`src/rtl/lsu_ctrl_mo.sv`:
```
// lsu_ctrl_mo: LSU control stage between AGU and DTCM with in-order outstanding tracking
//   Ports:
//     clk, rst_n                     clock, asynchronous active-low reset
//     agu_cmd_*                      AGU request (valid/ready, read, addr, wdata, itag, usign, size)
//     dtcm_cmd_*                     DTCM request (word-aligned addr, lane-replicated wdata, byte mask)
//     dtcm_rsp_*                     DTCM response (in order, one per issued access)
//     lsu_o_valid/ready, lsu_o_wbck_* in-order writeback (aligned/extended data, itag, trap flag)
//     lsu_o_outs_cnt                 commands currently in flight
module lsu_ctrl_mo #(
    parameter int XLEN    = 32,
    parameter int AW      = 16,
    parameter int ITAG_W  = 2,
    parameter int OSTD_DP = 2
) (
    input  logic                         clk,
    input  logic                         rst_n,
    input  logic                         agu_cmd_valid,
    output logic                         agu_cmd_ready,
    input  logic                         agu_cmd_read,
    input  logic [AW-1:0]                agu_cmd_addr,
    input  logic [XLEN-1:0]              agu_cmd_wdata,
    input  logic [ITAG_W-1:0]            agu_cmd_itag,
    input  logic                         agu_cmd_usign,
    input  logic [1:0]                   agu_cmd_size,
    output logic                         dtcm_cmd_valid,
    input  logic                         dtcm_cmd_ready,
    output logic                         dtcm_cmd_read,
    output logic [AW-1:0]                dtcm_cmd_addr,
    output logic [XLEN-1:0]              dtcm_cmd_wdata,
    output logic [XLEN/8-1:0]            dtcm_cmd_wmask,
    input  logic                         dtcm_rsp_valid,
    output logic                         dtcm_rsp_ready,
    input  logic [XLEN-1:0]              dtcm_rsp_rdata,
    output logic                         lsu_o_valid,
    input  logic                         lsu_o_ready,
    output logic [XLEN-1:0]              lsu_o_wbck_data,
    output logic [ITAG_W-1:0]            lsu_o_wbck_itag,
    output logic                         lsu_o_wbck_err,
    output logic [$clog2(OSTD_DP+1)-1:0] lsu_o_outs_cnt
);
    localparam int CW = $clog2(OSTD_DP + 1);
    localparam int PW = (OSTD_DP > 1) ? $clog2(OSTD_DP) : 1;

    typedef struct packed {
        logic [ITAG_W-1:0] itag;
        logic              read;
        logic              usign;
        logic [1:0]        size;
        logic [1:0]        off;
        logic              err;
    } info_t;

    info_t          fifo_q [OSTD_DP];
    info_t          head, entry;
    logic [PW-1:0]  wptr_q, wptr_d, rptr_q, rptr_d;
    logic [CW-1:0]  cnt_q, cnt_d;
    logic           full, nonempty, mis, push, pop;
    logic [3:0]     base_mask;
    logic [XLEN-1:0] shifted, ext;

    assign full     = cnt_q == CW'(OSTD_DP);
    assign nonempty = cnt_q != '0;
    assign head     = fifo_q[rptr_q];

    assign mis = (agu_cmd_size == 2'b11) | ((agu_cmd_size == 2'b01) & agu_cmd_addr[0])
               | ((agu_cmd_size == 2'b10) & (|agu_cmd_addr[1:0]));

    // Misaligned commands bypass DTCM entirely, so they only need FIFO space.
    assign agu_cmd_ready  = ~full & (mis | dtcm_cmd_ready);
    assign dtcm_cmd_valid = agu_cmd_valid & ~full & ~mis;
    assign push           = agu_cmd_valid & agu_cmd_ready;
    assign entry          = '{itag: agu_cmd_itag, read: agu_cmd_read, usign: agu_cmd_usign,
                              size: agu_cmd_size, off: agu_cmd_addr[1:0], err: mis};

    assign base_mask      = (agu_cmd_size == 2'b00) ? 4'b0001 : (agu_cmd_size == 2'b01) ? 4'b0011 : 4'b1111;
    assign dtcm_cmd_read  = agu_cmd_read;
    assign dtcm_cmd_addr  = {agu_cmd_addr[AW-1:2], 2'b00};
    assign dtcm_cmd_wmask = agu_cmd_read ? '0 : base_mask << agu_cmd_addr[1:0];
    assign dtcm_cmd_wdata = (agu_cmd_size == 2'b00) ? {4{agu_cmd_wdata[7:0]}}
                          : (agu_cmd_size == 2'b01) ? {2{agu_cmd_wdata[15:0]}} : agu_cmd_wdata;

    // Trapped heads retire without waiting for DTCM; others need the matching response.
    assign lsu_o_valid    = nonempty & (head.err | dtcm_rsp_valid);
    assign dtcm_rsp_ready = nonempty & ~head.err & lsu_o_ready;
    assign pop            = lsu_o_valid & lsu_o_ready;

    assign shifted = dtcm_rsp_rdata >> {head.off, 3'b000};
    assign ext     = (head.size == 2'b00) ? {{24{~head.usign & shifted[7]}}, shifted[7:0]}
                   : (head.size == 2'b01) ? {{16{~head.usign & shifted[15]}}, shifted[15:0]} : shifted;

    assign lsu_o_wbck_data = (lsu_o_valid & head.read & ~head.err) ? ext : '0;
    assign lsu_o_wbck_itag = lsu_o_valid ? head.itag : '0;
    assign lsu_o_wbck_err  = lsu_o_valid & head.err;
    assign lsu_o_outs_cnt  = cnt_q;

    always_comb begin
        wptr_d = wptr_q;
        rptr_d = rptr_q;
        cnt_d  = cnt_q + CW'(push) - CW'(pop);
        if (push) wptr_d = (wptr_q == PW'(OSTD_DP - 1)) ? '0 : wptr_q + 1'b1;
        if (pop)  rptr_d = (rptr_q == PW'(OSTD_DP - 1)) ? '0 : rptr_q + 1'b1;
    end

    always_ff @(posedge clk or negedge rst_n) begin
        if (!rst_n) begin
            wptr_q <= '0;
            rptr_q <= '0;
            cnt_q  <= '0;
        end else begin
            wptr_q <= wptr_d;
            rptr_q <= rptr_d;
            cnt_q  <= cnt_d;
        end
    end

    always_ff @(posedge clk) begin
        if (push) fifo_q[wptr_q] <= entry;
    end

    a_rsp_when_empty: assert property (@(posedge clk) disable iff (!rst_n) !(dtcm_rsp_valid && !nonempty));
endmodule

```
`config.mk`:
```
export PLATFORM = sky130hd
export DESIGN_NAME = lsu_ctrl_mo
export DESIGN_NICKNAME = d
export VERILOG_FILES = /design/src/rtl/lsu_ctrl_mo.sv
export SDC_FILE = /design/constraint.sdc
export NUM_CORES = 1
export LEC_CHECK = 0
export BUFFER_PORTS_ARGS = -buffer_cell sky130_fd_sc_hd__buf_2
export CAP_MARGIN = 20
export CORE_UTILIZATION = 35
export CTS_CLUSTER_SIZE = 12
export DETAILED_ROUTE_END_ITERATION = 10
export GPL_TIMING_DRIVEN = 0
export HOLD_SLACK_MARGIN = 0.02
export PLACE_DENSITY = 0.79
export SETUP_SLACK_MARGIN = 0.2
export SYNTH_ARGS = -nofsm -noshare
export SYNTH_HDL_FRONTEND = slang
export SYNTH_SLANG_ARGS = --single-unit
```
`constraint.sdc`:
```
create_clock -name clk -period 3.24 [get_ports clk]
set_input_delay 0 -clock clk [delete_from_list [all_inputs] [get_ports clk]]
set_output_delay 0 -clock clk [all_outputs]
set_load 0.005 [all_outputs]
```
==> flow_metrics.tcl <==
set metrics [dict create \
    setup_viol 0 \
    status "complete, but fails checks" \
    whs_endpoint "fifo_q[0][2]" \
    synth.most_common_cell "mux2_2" \
    hpwl_um 6490 \
    die_h_um 84.7 \
    synth_area_leader_cell "edfxtp_1" \
    dr_total_vias 2678 \
    hold_class "primary input to register" \
    io_buffer_count 169 \
    start_kind "register" \
    drv_slew 0 \
    wire_per_inst_um 14.5 \
    grt_pass1_vias 2563 \
    rrSetupSlack_ps 900 \
    period_share 0.801 \
    fill_cells 599 \
    worstReg2RegStart "rptr_q" \
    ys_top_cells_by_area "edfxtp_1 23%, mux2_2 14%, mux2i_1 8.8%, buf_4 7.8%, nor3_2 5.4%" \
    max_cap_viol_count 0 \
    end_kind "output port" \
    coreArea_um2 6460 \
    antenna_found_initial 0 \
    grt_setup_unrepaired "false" \
    fmax_ghz 0.385 \
    via_per_inst 5.13 \
    routed_wirelength_um 7550 \
    die_w_um 84.7 \
    drtIter0Drc 83 \
    ys_seq_area_frac 0.268 \
    r2r_cells 10 \
    cts_tree "done" \
    synth_edf_count 18 \
    post_cts_buffers 0 \
    power_frac_seq 0.236 \
    grt_max_degree 13 \
    syn_area_um2 2390 \
    leakagePower_nw 1.71 \
    fin_skew_ps 1.49 \
    peakVddDrop_uv 221 \
    async_flop_share 0.182 \
    die-area_um2 7170 \
    drive_above_1_share 0.573 \
    drt_pass1_iterations 8 \
    synth_common_cells "30 x mux2_2, 25 x buf_4, 25 x nor2_1" \
    cp_max_fo 10 \
    ant_nets 0 \
    final_core_util 0.534 \
    clk_pin_slew_ps 70 \
    required_ps 3240 \
    synthToLayoutAreaGrowth_pct 44.1 \
    numCtsBuffers 3 \
    p_sw_mw 0.797 \
    violations "design-rule violations" \
    min_period_ps 2590 \
    placed_cells 512 \
    yosys_register_bits 22 \
    worstMarginPinSlew_ps 765 \
    start_util 0.371 \
    synth.top_cell.area_share 0.226 \
    grt_use_total 0.201 \
    yosys_warnings 0 \
    nets 540 \
    fin_area_um2 3450 \
    finalHoldViolations 0 \
    switching_share 0.437 \
    intPower_mw 1.03 \
    io_pins 186 \
    grt_pass1_wl_um 11500 \
    powerDensity_nw_per_um2 528 \
    avgSynthCellArea_um2 9.07 \
    remaining_drc_errors 15 \
    min_from "agu_cmd_addr[1]" \
    pwr-share-clk 0.089 \
    diodes 0 \
    numClockSinks 22 \
    instances_no_fill 522 \
    overflow 0 \
    gp_congestion 0.925 \
    power_mw 1.82 \
    synth_cell_type_count 41 \
    cp.arrival_ps 2590 \
    htreeDepth 1 \
    relSlewSlack 0.488 \
    worstSkewPairLatency_ps 250 \
    synth_top_flop_cell "edfxtp_1" \
    reg2reg_to "lsu_o_outs_cnt[1]" \
    rows 29 \
    fin_setup_tns_ps 0 \
    placed_area_um2 3340 \
    cts_root_buffer "clkbuf_8" \
    hold_depth 1 \
    criticalPathCategory "register to output port" \
    syn_inst 264 \
    p_comb_frac 0.674 \
    cts_buffer_depth 2 \
]
-- cells in the final DEF (no fill, tap or decap), types with 2 or more instances in the layout --
cell,n
o22ai_1,2
nor3_1,6
nand2_1,10
a21oi_1,21
clkbuf_8,3
mux2_2,30
mux2i_1,21
xnor2_1,3
inv_1,9
buf_6,4
conb_1,2
nor2_1,25
o32a_1,3
buf_4,25
nor2b_1,4
dfrtp_1,4
nand2b_1,4
ha_1,2
o21ai_0,11
dlygate4sd3_1,6
a221oi_1,7
edfxtp_1,18
a211oi_1,10
nand3_1,2
buf_1,3
buf_2,174
nor3_2,13
clkbuf_1,8
-- state kept, by name, indices dropped and copies added (netlist names) --
| signal | cells |
|---|---|
| rptr_q | 1 |
| lsu_o_outs_cnt | 2 |
| wptr_q | 1 |
| fifo_q | 18 |
-- what timing repair did --
action | 4_1_cts | 5_1_grt
gates resized for setup | 0 | 0
hold buffers | 6 | 0
endpoints found under the hold margin | 14 | 0
-- per-layer routing --
metal / global-route usage / up-vias / routed length, µm
met5: 0 / - / 0
met4: 0.0586 / 0 / 93
met3: 0.0206 / 8 / 503
met2: 0.446 / 134 / 4330
met1: 0.184 / 1225 / 2620
li1: - / 1311 / -
-- stage by stage --
step,hold WS (ps),setup WS (ps)
after floorplan,-296,1170
after global placement,-189,1010
after detailed placement,-187,919
after CTS,35.5,637
after global routing,38.6,464
final,46.2,645
-- worst max path at each step --
stage,startpoint,end,slack (ps),cells after the start
after floorplan,rptr_q,lsu_o_outs_cnt[1],1170,10
after CTS,rptr_q,lsu_o_wbck_data[21],640,8
final,rptr_q,lsu_o_wbck_data[21],650,8
after global routing,rptr_q,lsu_o_wbck_data[21],460,8
after global placement,rptr_q,lsu_o_wbck_data[31],1010,7
after detailed placement,rptr_q,lsu_o_wbck_data[21],920,8
-- layout make-up --
class	instances	area, µm²	share of cell area
Multi-Input combinational cell	191	1430	0.415
Timing Repair Buffer	176	911	0.264
Sequential cell	22	641	0.186
Buffer	43	290	0.0841
Tap cell	77	96.3	0.0279
Clock buffer	4	45.0	0.0131
Inverter	9	33.8	0.00979
-- critical path: stages (launching register included) --
cell	delay (ps)
dfrtp_1	380
buf_6	140
buf_2	200
a211oi_1	180
o21ai_0	180
a31oi_1	630
buf_2	410
nor3_2	90
buf_2	140
-- power groups by stage --
stage | registers (mW) | logic (mW) | clock network (mW)
after detailed placement | 0.437 | 1.22 | 0
final | 0.431 | 1.23 | 0.163
after floorplan | 0.428 | 0.842 | 0
after CTS | 0.431 | 1.23 | 0.168
after global placement | 0.432 | 1.18 | 0
after global routing | 0.439 | 1.35 | 0.181
-- kinds of logic (layout without fill, tap and decap cells) --
| family | count (synthesis) | after routing | synth area share |
|---|---|---|---|
| flops | 22 | 22 | 0.268 |
| mux | 53 | 53 | 0.241 |
| fa+ha+maj | 2 | 2 | 0.0105 |
| simple gates | 69 | 69 | 0.164 |
| xor+xnor | 4 | 4 | 0.0146 |
| other cells | 1 | 2 | 0.00157 |
| compound gates | 61 | 61 | 0.166 |
| buf+inv | 52 | 232 | 0.135 |
No activity file was read; power rests on OpenSTA's default activity.
